[config.mk]
export PLATFORM = sky130hd
export DESIGN_NAME = pipe_reg_skid
export DESIGN_NICKNAME = d
export VERILOG_FILES = /design/src/rtl/pipe_reg_skid.sv
export SDC_FILE = /design/constraint.sdc
export NUM_CORES = 1
export LEC_CHECK = 0
export CORE_ASPECT_RATIO = 1.25
export CORE_UTILIZATION = 44
export DETAILED_ROUTE_END_ITERATION = 8
export PLACE_DENSITY_LB_ADDON = 0.15
export SETUP_SLACK_MARGIN = 0.3
export SLEW_MARGIN = 20
export SYNTH_ARGS = -nofsm -noshare
export SYNTH_HDL_FRONTEND = slang
export SYNTH_SLANG_ARGS = --single-unit
[constraint.sdc]
create_clock -name clk -period 1.7 [get_ports clk]
set_clock_uncertainty 0.15 [all_clocks]
set_input_delay 0.51 -clock clk [delete_from_list [all_inputs] [get_ports clk]]
set_output_delay 0.51 -clock clk [all_outputs]
set_load 0.005 [all_outputs]
[src/rtl/pipe_reg_skid.sv]
// ============================================================================
// Module   : pipe_reg_skid
// Brief    : Registered valid/ready pipeline stage with a one-entry skid
//            buffer and a true/complement data output pair.
//            Optional synchronous flush: PIPE_REG_SKID_FLUSH_EN.
// Revision : 1.0 - initial release
// ============================================================================
`default_nettype none

module pipe_reg_skid #(
  parameter int n = 32
) (
  input  logic         clk,
  input  logic         rst,
  input  logic         in_valid,
  output logic         in_ready,
  input  logic [n-1:0] in_data,
  output logic         out_valid,
  input  logic         out_ready,
  output logic [n-1:0] out_data,
  output logic [n-1:0] out_data_n
`ifdef PIPE_REG_SKID_FLUSH_EN
  ,
  input  logic         flush
`endif
);

  localparam logic [1:0] S_EMPTY = 2'd0;
  localparam logic [1:0] S_BUSY  = 2'd1;
  localparam logic [1:0] S_FULL  = 2'd2;

  logic [1:0]   r_state;
  logic [n-1:0] r_main;
  logic [n-1:0] r_skid;
  logic [n-1:0] r_out_data_n;
  logic         r_in_ready;
  logic         r_out_valid;

  logic [1:0]   w_state_nxt;
  logic [n-1:0] w_main_nxt;
  logic [n-1:0] w_skid_nxt;
  logic [n-1:0] w_out_data_n_nxt;
  logic         w_in_ready_nxt;
  logic         w_out_valid_nxt;
  logic         w_in_fire;
  logic         w_out_fire;
  logic         w_flush;

`ifdef PIPE_REG_SKID_FLUSH_EN
  assign w_flush = flush;
`else
  assign w_flush = 1'b0;
`endif

  assign w_in_fire  = in_valid & r_in_ready;
  assign w_out_fire = r_out_valid & out_ready;

  // State register: every output is a flop, so no ready path is combinational.
  always_ff @(posedge clk or negedge rst) begin
    if (!rst) begin
      r_state      <= S_EMPTY;
      r_main       <= '0;
      r_skid       <= '0;
      r_out_data_n <= '1;
      r_in_ready   <= 1'b0;
      r_out_valid  <= 1'b0;
    end else begin
      r_state      <= w_state_nxt;
      r_main       <= w_main_nxt;
      r_skid       <= w_skid_nxt;
      r_out_data_n <= w_out_data_n_nxt;
      r_in_ready   <= w_in_ready_nxt;
      r_out_valid  <= w_out_valid_nxt;
    end
  end

  always_comb begin
    w_state_nxt = r_state;
    w_main_nxt  = r_main;
    w_skid_nxt  = r_skid;
    case (r_state)
      S_EMPTY: begin
        if (w_in_fire) begin
          w_state_nxt = S_BUSY;
          w_main_nxt  = in_data;
        end
      end
      S_BUSY: begin
        if (w_in_fire && w_out_fire) begin
          w_main_nxt = in_data;
        end else if (w_in_fire) begin
          w_state_nxt = S_FULL;
          w_skid_nxt  = in_data;
        end else if (w_out_fire) begin
          w_state_nxt = S_EMPTY;
        end
      end
      S_FULL: begin
        if (w_out_fire) begin
          w_state_nxt = S_BUSY;
          w_main_nxt  = r_skid;
        end
      end
      default: w_state_nxt = S_EMPTY;
    endcase
    // Flush wins over any transfer in the same cycle.
    if (w_flush) begin
      w_state_nxt = S_EMPTY;
      w_main_nxt  = '0;
      w_skid_nxt  = '0;
    end
  end

  always_comb begin
    w_in_ready_nxt   = (w_state_nxt != S_FULL);
    w_out_valid_nxt  = (w_state_nxt != S_EMPTY);
    w_out_data_n_nxt = ~w_main_nxt;
  end

  assign in_ready   = r_in_ready;
  assign out_valid  = r_out_valid;
  assign out_data   = r_main;
  assign out_data_n = r_out_data_n;

endmodule

`default_nettype wire

==> reports/qor.txt <==
Worst EP required - 1780 ps
Slew HR - 0.795
Area Growth Syn to Fin - 49.1%
Synth Warn # - 0
outcome - complete, but fails checks
I/O pin cnt - 102
Core Rows - 38
die area - 9370 um^2
Max Freq - 573 MHz
RSZ-0062 raised after global routing - yes
detailed placer's ending HPWL - 5.40 mm
clock root buffer - clkbuf_8
Final Setup Violations - 32
Filler cells - 657
grt ovf - 0
post-synth top area share - 0.430
first-pass GRT wire length - 14.6 mm
CTS tree - done
final wirelength - 9.36 mm
setup TNS - -807 ps
IO buf count - 101
number of global-route vias before repair - 2998
DRC - 0
die width - 86.8 um
fin util - 0.678
Worst Tran Pin Value - 307 ps
initial antenna violation count - 0
final worst slack - -45.9 ps
Synth Instances - 266
chip height - 108 um
sequential-to-total area share from yosys stat - 0.643
flops & latches, synth - 100
placed inst area - 5220 um^2
largest net degree at the start of global routing - 44
fin crit period - 1750 ps
final hold violation count - 0
H-tree depth - 3
Clock Sinks - 100
largest fanout on the critical path - 17
top post-synthesis cells by area - dfrtp_1 (43%), dfstp_2 (21%), mux2_2 (9.1%)
WL per Instance - 17.1 um
area leader, netlist - dfrtp_1
CP Class - reg -> reg
latest clock arrival within the worst-skew pair - 350 ps
layout cells sized above 1 - 0.644
core area - 8700 um^2
total power draw - 10.8 mW
number of buffers created by CTS - 9
# diodes - 0
most common cell after layout, fill and taps aside - dfrtp_1
max incr delay on CP - 420 ps
most frequent cells in the layout - dfrtp_1 (68), buf_2 (54), buf_4 (46)
CP startpoint kind - flop
via count - 2953
CP max stage cell - dfrtp_1
crit share post-route - 1.03
pre-CTS setup slack - -535 ps
Pleak - 2.61 nW
Synth Net Count - 302
area of the mapped netlist - 3960 um^2
Vias/cell - 5.40
Setup crit end kind - flop
fin. max-slew vios - 0
crit-path cells - and4bb_2 -> a211oi_4 -> buf_6 -> buf_12 -> a221o_1
Final ANT Viol Nets - 0
placer's final routability congestion estimate - 0.756
nets - 458
syn_area_per_cell - 14.9 um^2
clk slew on worst S/H paths - 100 ps
synth unique cells - 24
WP data arrival - 1830 ps
max-cap viol count - 0
Max clock buf depth - 2
drt pass-1 iters - 4
failing checks - negative setup slack
Power Dens Cells - 1830 nW/um^2
Initial DRC Count - 91
sequential standard cell area - 2540 um^2
area occupied by multi-input gates - 1590 um^2
maximum VDD drop - 0.814 mV
initial core utilization - 0.455
Final Cell Area - 5900 um^2
GRT Overall Usage - 0.207
Hold/Removal Path Class - reg -> reg
per-layer routing:
layer / wire (um) / up-vias / GRT usage
met5: 0 / - / 0
met4: 212 / 0 / 0.0893
met2: 4910 / 80 / 0.355
met3: 368 / 16 / 0.0435
met1: 3870 / 1504 / 0.250
li1: - / 1353 / -
Yosys cell counts:
master	instances
nand2_1	4
a221oi_1	32
and3b_1	1
a211oi_4	1
a221o_1	32
o21ai_0	1
nor2b_1	1
a21boi_1	1
o21bai_1	1
mux2i_1	1
a21o_1	1
buf_4	3
nor2_1	1
clkbuf_1	9
dfrtp_1	68
a21oi_1	1
and4b_1	1
and2_1	34
buf_2	4
buf_6	3
and4bb_2	1
dfstp_2	32
nor3_2	1
mux2_2	32
through the flow:
stage	hold WS [ps]	instances
after global routing	360	547
after detailed placement	276	481
final	348	547
after CTS	311	537
after global placement	272	481
after floorplan	64.4	266
state kept, by name (all words and copies together), names as in the netlist:
name        cells
out_data       32
out_data_n     32
r_skid         32
r_state         2
in_ready        1
out_valid       1
cell type report:
type                            count  share of cell area
Timing Repair Buffer              164               0.241
Multi-Input combinational cell    147               0.269
Tap cell                          120              0.0255
Clock buffer                       11              0.0257
Sequential cell                   100               0.431
Clock inverter                      5             0.00700
path summary, 6_finish.rpt:
| path | cells past startpoint | end | slack [ps] | start |
|---|---|---|---|---|
| max | 5 | out_data[26]$_DFF_PN0_ | -50 | r_state[1]$_DFF_PN0_ |
| min in group asynchronous | 2 | out_data[24]$_DFF_PN0_ | 430 | rst |
| max in group asynchronous | 3 | out_data_n[2]$_DFF_PN1_ | 380 | rst |
| min reg2reg | 2 | out_data_n[31]$_DFF_PN1_ | 350 | out_data[31]$_DFF_PN0_ |
| max reg2reg | 5 | out_data[26]$_DFF_PN0_ | -50 | r_state[1]$_DFF_PN0_ |
| min | 2 | out_data_n[31]$_DFF_PN1_ | 350 | out_data[31]$_DFF_PN0_ |
power by group:
part           switching [mW]  internal, mW  leakage [nW]  total [mW]
registers               0.525          3.76          1.16        4.28
logic                    2.00          3.06          1.35        5.06
clock network           0.835         0.629        0.0930        1.46
total                    3.36          7.45          2.61        10.8
critical path, delay by kind of cell, from the launching register on:
kind            cells  cell delay (ps)
simple gates        1              360
flops               1              420
compound gates      2              400
buf+inv             2              300
cell families (layout without fill, tap and decap cells):
| group | Yosys count | in the layout | share of synthesized area |
|---|---|---|---|
| flops | 100 | 100 | 0.643 |
| compound gates | 70 | 70 | 0.165 |
| simple gates | 44 | 44 | 0.0705 |
| mux | 33 | 33 | 0.0936 |
| buf+inv | 19 | 180 | 0.0278 |
repair_timing:
| item | CTS | global route |
|---|---|---|
| gates resized for setup | 322 | 27 |
| gates cloned | 2 | 1 |
| buffers inserted | 37 | 9 |
| hold endpoints to repair | 14 | 0 |
| setup endpoints to repair | 164 | 164 |
| hold buffers | 1 | 0 |
| pin swaps | 8 | 5 |
No activity file was read; power rests on OpenSTA's default activity.
